`src/rtl/stack_rpn_sequencer.sv`:
```
// stack_rpn_sequencer
//   Evaluates reverse-Polish token streams on an external operand stack.
//   Each accepted token becomes at most one stack opcode; the sequencer
//   tracks stack depth itself so it can reject underflow, depth overflow and
//   malformed END tokens. After an error it pops the stack empty, discards
//   the rest of the expression through its END token when needed, and
//   reports one result per expression.
//
// Ports
//   clk, rst_n                    clock / async active-low reset
//   tok_valid/ready/kind/data     token stream (00 operand, 01 ADD, 10 MUL, 11 END)
//   stk_opcode, stk_data          commands to the stack (NOP/PUSH/POP/ADD/MUL)
//   stk_output_data, stk_overflow stack response, valid the cycle after issue
//   res_valid/ready/data/err      result stream (err 00 ok, 01 underflow,
//                                 10 depth overflow, 11 malformed END)
//   res_arith_ovf                 any ADD/MUL of the expression overflowed
//   depth_o                       current tracked stack depth
module stack_rpn_sequencer #(
  parameter int DEPTH = 256,
  parameter int WIDTH = 8
) (
  input  logic                         clk,
  input  logic                         rst_n,
  input  logic                         tok_valid,
  output logic                         tok_ready,
  input  logic [1:0]                   tok_kind,
  input  logic [WIDTH-1:0]             tok_data,
  output logic [2:0]                   stk_opcode,
  output logic [WIDTH-1:0]             stk_data,
  input  logic [WIDTH-1:0]             stk_output_data,
  input  logic                         stk_overflow,
  output logic                         res_valid,
  input  logic                         res_ready,
  output logic [WIDTH-1:0]             res_data,
  output logic [1:0]                   res_err,
  output logic                         res_arith_ovf,
  output logic [$clog2(DEPTH+1)-1:0]   depth_o
);
  localparam int DW = $clog2(DEPTH+1);
  localparam logic [DW-1:0] DEPTH_MAX = DW'(DEPTH);
  localparam logic [DW-1:0] ONE       = DW'(1);
  localparam logic [DW-1:0] TWO       = DW'(2);

  localparam logic [2:0] S_INIT   = 3'd0;
  localparam logic [2:0] S_ACCEPT = 3'd1;
  localparam logic [2:0] S_ISSUE  = 3'd2;
  localparam logic [2:0] S_WAIT   = 3'd3;
  localparam logic [2:0] S_DRAIN  = 3'd4;
  localparam logic [2:0] S_SKIP   = 3'd5;
  localparam logic [2:0] S_RESULT = 3'd6;

  localparam logic [2:0] OP_NOP  = 3'b000;
  localparam logic [2:0] OP_PUSH = 3'b110;
  localparam logic [2:0] OP_POP  = 3'b111;
  localparam logic [2:0] OP_ADD  = 3'b100;
  localparam logic [2:0] OP_MUL  = 3'b101;

  localparam logic [1:0] K_OPND = 2'b00;
  localparam logic [1:0] K_ADD  = 2'b01;
  localparam logic [1:0] K_MUL  = 2'b10;
  localparam logic [1:0] K_END  = 2'b11;

  localparam logic [1:0] E_OK    = 2'b00;
  localparam logic [1:0] E_UNDER = 2'b01;
  localparam logic [1:0] E_DEPTH = 2'b10;
  localparam logic [1:0] E_END   = 2'b11;

  logic [2:0]       state;
  logic [2:0]       op_q;     // opcode presented during ISSUE
  logic [WIDTH-1:0] data_q;
  logic [DW-1:0]    depth;
  logic [1:0]       err;
  logic             sticky;
  logic [WIDTH-1:0] res_q;

  always_ff @(posedge clk or negedge rst_n) begin
    if (!rst_n) begin
      state  <= S_INIT;
      op_q   <= OP_NOP;
      data_q <= '0;
      depth  <= '0;
      err    <= E_OK;
      sticky <= 1'b0;
      res_q  <= '0;
    end else begin
      case (state)
        S_INIT: state <= S_ACCEPT;
        S_ACCEPT: if (tok_valid) begin
          case (tok_kind)
            K_OPND: if (depth < DEPTH_MAX) begin
              op_q   <= OP_PUSH;
              data_q <= tok_data;
              depth  <= depth + ONE;
              state  <= S_ISSUE;
            end else begin
              err   <= E_DEPTH;
              state <= S_DRAIN;
            end
            K_ADD, K_MUL: if (depth >= TWO) begin
              op_q  <= (tok_kind == K_ADD) ? OP_ADD : OP_MUL;
              depth <= depth - ONE;  // pops two, pushes one
              state <= S_ISSUE;
            end else begin
              err   <= E_UNDER;
              state <= S_DRAIN;
            end
            default: if (depth == ONE) begin  // K_END
              op_q  <= OP_POP;
              depth <= '0;
              state <= S_ISSUE;
            end else begin
              err   <= E_END;
              state <= S_DRAIN;
            end
          endcase
        end
        // A PUSH needs no response; everything else waits for the stack.
        S_ISSUE: state <= (op_q == OP_PUSH) ? S_ACCEPT : S_WAIT;
        S_WAIT: if (op_q == OP_POP) begin
          res_q <= stk_output_data;
          state <= S_RESULT;
        end else begin
          sticky <= sticky | stk_overflow;
          state  <= S_ACCEPT;
        end
        // A malformed END was itself the last token, so nothing to skip.
        S_DRAIN: if (depth != '0) depth <= depth - ONE;
                 else state <= (err == E_END) ? S_RESULT : S_SKIP;
        S_SKIP: if (tok_valid && tok_kind == K_END) state <= S_RESULT;
        S_RESULT: if (res_ready) begin
          err    <= E_OK;
          sticky <= 1'b0;
          res_q  <= '0;
          state  <= S_ACCEPT;
        end
        default: state <= S_INIT;
      endcase
    end
  end

  always_comb begin
    stk_opcode = OP_NOP;
    if (state == S_ISSUE)                      stk_opcode = op_q;
    else if (state == S_DRAIN && depth != '0) stk_opcode = OP_POP;
  end

  assign tok_ready     = (state == S_ACCEPT) || (state == S_SKIP);
  assign stk_data      = data_q;
  assign res_valid     = (state == S_RESULT);
  assign res_data      = (err == E_OK) ? res_q : '0;
  assign res_err       = err;
  assign res_arith_ovf = sticky;
  assign depth_o       = depth;
endmodule

```
`config.mk`:
```
export PLATFORM = sky130hd
export DESIGN_NAME = stack_rpn_sequencer
export DESIGN_NICKNAME = d
export VERILOG_FILES = /design/src/rtl/stack_rpn_sequencer.sv
export SDC_FILE = /design/constraint.sdc
export NUM_CORES = 1
export LEC_CHECK = 0
export ABC_CLOCK_PERIOD_IN_PS = 2800
export CAP_MARGIN = 5
export CORE_MARGIN = 2
export CORE_UTILIZATION = 35
export CTS_CLUSTER_SIZE = 14
export DETAILED_ROUTE_END_ITERATION = 10
export PLACE_DENSITY = 0.58
export SYNTH_ARGS = -nofsm -noshare
export SYNTH_HDL_FRONTEND = slang
export SYNTH_SLANG_ARGS = --single-unit
```
`constraint.sdc`:
```
create_clock -name clk -period 2.8 [get_ports clk]
set_input_delay 0.42 -clock clk [delete_from_list [all_inputs] [get_ports clk]]
set_output_delay 0.42 -clock clk [all_outputs]
set_load 0.01 [all_outputs]
```
== Word level (Yosys, flattened, before mapping) ==
Cells that the tools add are included.

* Flip-flop bits (word level): 34
* Input bits: 23
* Output and inout bits: 33
* Logic and storage cells: 99

* Add/sub/neg operators: 2
* Order comparisons: 2
* Eq/ne operators: 28
* Multiplexer cells: 40
* Bitwise gates (word level): 1
* Reduce and logical (&&, ||, !) cells: 19

{| class="wikitable"
|+ Operators with widths
! cell !! count
|-
| 2-to-1 mux 9 bit || 5
|-
| 2-to-1 mux 3 bit || 13
|-
| one-hot mux 9 bit (2 select lines) || 2
|-
| 2-to-1 mux 8 bit || 3
|-
| one-hot mux 3 bit (7 select lines) || 1
|-
| != test 2 bit (second input constant) || 8
|-
| one-hot mux 8 bit (2 select lines) || 1
|-
| equality test 3 bit (second input constant) || 5
|-
| 2-to-1 mux 2 bit || 7
|-
| != test 3 bit (second input constant) || 4
|-
| one-hot mux 3 bit (2 select lines) || 2
|-
| AND reduction 6 bit || 2
|-
| adder 9 x 1 -> 9 bit (second input constant) || 1
|-
| equality test 9 x 1 -> 1 bit (second input constant) || 1
|-
| >= comparator 9 x 2 -> 1 bit (second input constant) || 1
|-
| less-than comparator 9 bit (second input constant) || 1
|-
| nonzero test 9 bit || 1
|-
| subtractor 9 x 1 -> 9 bit (second input constant) || 1
|-
| != test 4 x 2 -> 1 bit (second input constant) || 2
|-
| one-hot mux 2 bit (2 select lines) || 2
|-
| AND reduction 4 bit || 2
|-
| equality test 2 bit (second input constant) || 3
|-
| equality test 3 x 2 -> 1 bit (second input constant) || 2
|-
| AND reduction 3 bit || 2
|-
| other kinds (14) || 20
|}

== Logic depth before layout (Yosys ltp) ==
* Depth after elaboration: 5
* Depth in mapped cells: 8
* Depth with buffers taken out: 7

== Least setup slack after synthesis ==
OpenSTA, ideal clock, no wires.

* Path kind: reg-to-reg
* From: register depth[1], in the netlist depth_o[1]
* To: register op_q[1]
* Setup time: 125 ps
* Data arrival time: 1867 ps
* Data required time: 2675 ps
* Setup slack: 808 ps
* Cell stages (with the launch flop): 8
* Path buffers: 0
* Clock period less this slack: 1992 ps
* Path through: dfrtp_1 inv_1 ha_1 or4b_1 nor2_1 or3_1 nand4_1 mux2_2

* Longest elaborated chain between the ends: 3
* Elaborated cells on any way between the ends: 7
* Classes of those cells: order compare (2); eq/ne (3); reduce/logical (2)

{| class="wikitable"
|+ Ends and longest elaborated chain
! item !! RTL line !! source
|-
| start, declared || 71 || <nowiki>logic [DW-1:0] depth;</nowiki>
|-
| start signal, assigned || 93 || <nowiki>depth <= depth + ONE;</nowiki>
|-
| start signal, assigned || 101 || <nowiki>depth <= depth - ONE;</nowiki>
|-
| start signal, assigned || 127 || <nowiki>S_DRAIN: if (depth != '0) depth <= depth - ONE;</nowiki>
|-
| >= comparator 9 x 2 -> 1 bit (tied with other cells) || 99 || <nowiki>K_ADD, K_MUL: if (depth >= TWO) begin</nowiki>
|-
| != test 2 bit (no line) or nonzero test 3 bit (tied branches) || - ||
|-
| AND reduction 5 bit (no line) * || - ||
|-
| end signal, assigned || 100 || <nowiki>op_q <= (tok_kind == K_ADD) ? OP_ADD : OP_MUL;</nowiki>
|-
| end, declared || 69 || <nowiki>logic [2:0] op_q;</nowiki>
|}

Mark *: on every way between the ends. The rest lies on a longest branch, timed or not.
A chain may end at the register's enable or synchronous reset.

== Final worst setup path ==
* From: register state[1]
* To: output stk_opcode[0]

* Longest elaborated chain between the ends: 4
* Elaborated cells on any way between the ends: 5
* Classes of those cells: eq/ne (2); mux (2); reduce/logical (1)

{| class="wikitable"
|+ Ends and longest elaborated chain
! item !! RTL line !! source
|-
| start, declared || 68 || <nowiki>logic [2:0] state;</nowiki>
|-
| start signal, assigned || 118 || <nowiki>S_ISSUE: state <= (op_q == OP_PUSH) ? S_ACCEPT : S_WAIT;</nowiki>
|-
| start signal, assigned || 128 || <nowiki>else state <= (err == E_END) ? S_RESULT : S_SKIP;</nowiki>
|-
| equality test 3 bit || 144 || <nowiki>else if (state == S_DRAIN && depth != '0) stk_opcode = OP_POP;</nowiki>
|-
| logical AND 1 bit || 144 ||
|-
| 2-to-1 mux 3 bit || 144 ||
|-
| 2-to-1 mux 3 bit * || 143 || <nowiki>if (state == S_ISSUE) stk_opcode = op_q;</nowiki>
|-
| end, declared || 28 || <nowiki>output logic [2:0] stk_opcode,</nowiki>
|}

Marked as above.

==> summary by stage <==
Outcome
The flow ran to the end, and the final reports show no timing, DRC or antenna violations.

Route
The remaining routing DRC violations is 0. The detailed router's first-iteration violation count is 108. The count of nets left with antenna violations once routing finished came out at 0. The first detailed-routing pass took 4 iterations.

In the final routed layout, each cell accounts on average for 15.1 µm. The detailed-route vias per instance is 5.45. Detailed routing inserted a total of 1966 vias. The total detailed-routing wirelength is 5.44 mm.

Floorplan
In this run the standard cell core region covers 5990 µm². In this run the core area contains 28 standard-cell rows. The starting density of the core is 36.5%.

Measured along the x axis, the die boundary spans 83.1 µm. The boundary pin count is 56. The die covers 6900 µm². Measured along the y axis, the die boundary spans 83.1 µm.

Layout
In the final layout, the share of cells above drive strength 1 is 10.5%. Fill cells in the final layout number 571. After the last flow step, the layout net total stands at 317.

The area growth from synthesis to layout is 31.8%. The antenna diode count is 0. Cells fill 48.2% of the core in the end.

Synthesis
The part of the Yosys area used for sequential elements is 38.9%. After synthesis the cells add up to 2190 µm². The Yosys step of the flow raised 0 warnings. A synthesized cell averages 9.56 µm².

The cell count after synthesis is 229. The most used flip-flop cell after synthesis is dfrtp_1. Yosys attributes the largest share of cell area to dfrtp_1 39%, ha_1 5.1%, mux2_2 4.6%. The proportion of register bits with asynchronous set or reset after synthesis is 100%. The synthesized design devotes to its leading area cell type 38.9% of total area. When the netlist entered floorplanning its net count stood at 261. The number of synthesized flops with an enable pin is 0. The synthesized netlist contains 52 unique library cells. The number of storage elements in the synthesis netlist is 34. Of all cell types, the one taking the most synthesized area is dfrtp_1.

Critical path
STA classifies the critical path startpoint as a flip-flop. At the worst endpoint, the arrival time is 2.24 ns. The family of cells with the greatest summed delay on the critical path is buffers and inverters. The biggest cell delay along the critical path is 0.52 ns. Data on the critical path is required at its endpoint by 2.38 ns.

The peak fanout along the critical path is 12. The slowest stage of the critical path is the clkdlybuf4s50_1 cell. The critical path buffer and inverter count is 1. Traced cell by cell, the critical path runs through or3b_4 > a41oi_4 > a21o_1 > clkdlybuf4s50_1. The category of the worst setup path capture point is a primary output. The kind of critical path is reg2out.

Pwr
The clock network is responsible for 13.7% of the overall power. The internal portion of total power is 1.62 mW. Summed over all nets, the switching power comes to 1.15 mW. Dividing total power by cell area gives a power density of 958 nW/µm². Of the total power, registers draw 34.0%.

Net switching is 41.5% of the power. Summed over all cells, the static leakage comes to 1.25 nW. The fraction of power consumed by combinational cells is 52.3%. The worst supply voltage drop on vdd is 0.000370 V.

STA
Timing would allow up to 0.376 GHz. The total count of max-transition violations in the final report is 0. The transition at the pin with the smallest max-transition slack is 0.641 ns. The worst pin sits at a relative slew slack of 57.3%.

Setup repair after global routing left no endpoint under its margin. Summed over all failing endpoints, the final setup total negative slack is 0 ns. The final hold violation count came to 0. The count of final setup violators is 0. Dividing the final minimum period by the clock period gives 95.0%. The clock period could shrink to 2.66 ns.

The worst path setup slack after routing is 0.141 ns. On the final layout, the worst clock skew is 0.00433 ns.

Clock tree
In this run the deepest clock path goes through 2 buffers. TritonCTS built the clock tree. The clock buffer count from CTS is 5. The root buffer cell is clkbuf_8. The number of sinks driven by the clock tree is 34. The clock transition at the register clock pins on the worst setup and hold paths after CTS is 0.07 ns. The H-tree was split into 2 levels. The insertion delay of the later-clocked pin in the worst-skew pair is 0.29 ns.

Placed design
Summed over all nets, the half-perimeter wirelength after detailed placement is 3.95 mm. The congestion estimate from routability-driven global placement came to 0.819. OpenSTA, run right after detailed placement, puts the worst setup slack at 0.285 ns. Port buffering added 55 buffers.

GRT
The total grt overflow is 0. The total routing resource utilization after global routing is 16.5%. The initial antenna violation count was 0. Entering global routing, the biggest net connects 35 pins. The first-pass GRT wire length is 9.28 mm. The via count of the first global-routing pass is 1855.

Job
Across the run, the number of max-cap violations was 0.

Hold path
The class of the most critical hold timing path is reg2reg.
metal layers:
layer | track usage (%) | vias to the layer above | share of wire, %
met5 | 0 | - | 0
met4 | 6.56 | 0 | 1.9
met3 | 4.08 | 11 | 4.6
met2 | 24.5 | 62 | 44
met1 | 23.0 | 938 | 49
li1 | - | 955 | -
power groups by stage:
stage	sequential, mW	combinational, mW	clock (mW)
6_report	0.939	1.45	0.379
5_1_grt	0.988	1.59	0.416
4_1_cts	0.936	1.45	0.394
3_5_place_dp	0.944	1.45	0
3_3_place_gp	0.950	1.44	0
2_1_floorplan	0.906	0.910	0
cell type report:
cell class / instances / area (µm²) / share of cell area (%)
clock buffer: 7 / 86.3 / 2.99
clock inverter: 1 / 5.00 / 0.173
inverter: 13 / 48.8 / 1.69
multi-input combinational: 171 / 1210 / 42.0
sequential: 34 / 851 / 29.5
tap: 75 / 93.8 / 3.25
timing repair buffer: 60 / 588 / 20.4
synthesized netlist by cell type, types with 3 or more instances:
library cell,n
a21o_1,3
o22ai_1,5
buf_6,5
mux2i_1,3
and2_1,9
nor2b_1,3
o21ai_1,3
nor3_1,3
o21ai_0,11
mux2_2,9
nor3b_1,3
a31oi_1,6
nand4_1,3
ha_1,9
nor2_1,17
and3_1,4
clkbuf_1,5
dfrtp_1,34
a21oi_1,9
nand2_1,19
nand3_1,9
o2bb2ai_1,3
a22o_1,8
a211oi_1,3
inv_1,13
xnor2_1,4
placed cells by master (no fill, tap or decap), drive strengths merged, types with 4 or more instances in the layout:
cell,Yosys,layout
nor2,17,17
ha,9,9
a31oi,6,6
nand4,4,4
mux2,9,9
o21ai,15,15
a22o,8,8
buf,6,5
nor3,4,4
clkdlybuf4s50,0,55
nand2,19,19
clkbuf,5,7
nand3,9,9
and3,4,4
a21oi,9,9
and2,9,9
dfrtp,34,34
inv,13,13
xnor2,4,4
o22ai,5,5
what timing repair did:
action                                  CTS  global route
resized for setup                         0             1
hold buffers                              0             0
setup buffers                             0             0
endpoints found under the setup margin    0             3
cell families after synthesis:
kind of cell / after synthesis / synth area share [%]
DFF: 34 / 38.9
xor gates and xnor gates: 4 / 1.60
AOI/OAI and AO/OA: 66 / 22.3
adders and majority gates: 9 / 5.14
muxes: 12 / 6.00
and+or+nand+nor: 80 / 20.2
buffers and inverters: 24 / 5.89
state kept, by name, summed over array words and instances, names as in the netlist:
register	cells
depth_o	9
op_q	3
res_q	8
state	3
res_arith_ovf	1
stk_data	8
res_err	2
worst reg2reg max path: stages (launching register included):
cell	delay (ns)
dfrtp_1	0.48
inv_1	0.19
ha_1	0.16
or4b_1	0.48
o21ai_2	0.21
a41o_1	0.45
o221ai_1	0.21
a21boi_1	0.17
stage by stage:
step           hold WS, ns  std cells  total power [mW]  cell area (µm²)
2_1_floorplan        0.124        229              1.82             2190
3_3_place_gp         0.475        353              2.39             2790
3_5_place_dp         0.473        353              2.39             2790
4_1_cts              0.498        361              2.78             2880
5_1_grt              0.504        361              2.99             2890
6_report             0.493        361              2.76             2890
worst paths after layout:
kind	slack, ns	from	cells after the start	endpoint
worst min-delay path	0.49	res_q[6]	1	res_q[6]
worst max-delay path	0.14	state[1]	4	stk_opcode[0]
max in group asynchronous	1.93	rst_n	2	res_q[4]
min in group asynchronous	0.54	rst_n	2	op_q[2]
worst max register to register	0.34	depth_o[1]	7	depth_o[8]
worst min register to register	0.49	res_q[6]	1	res_q[6]
Power figures use the tool's default switching activity.
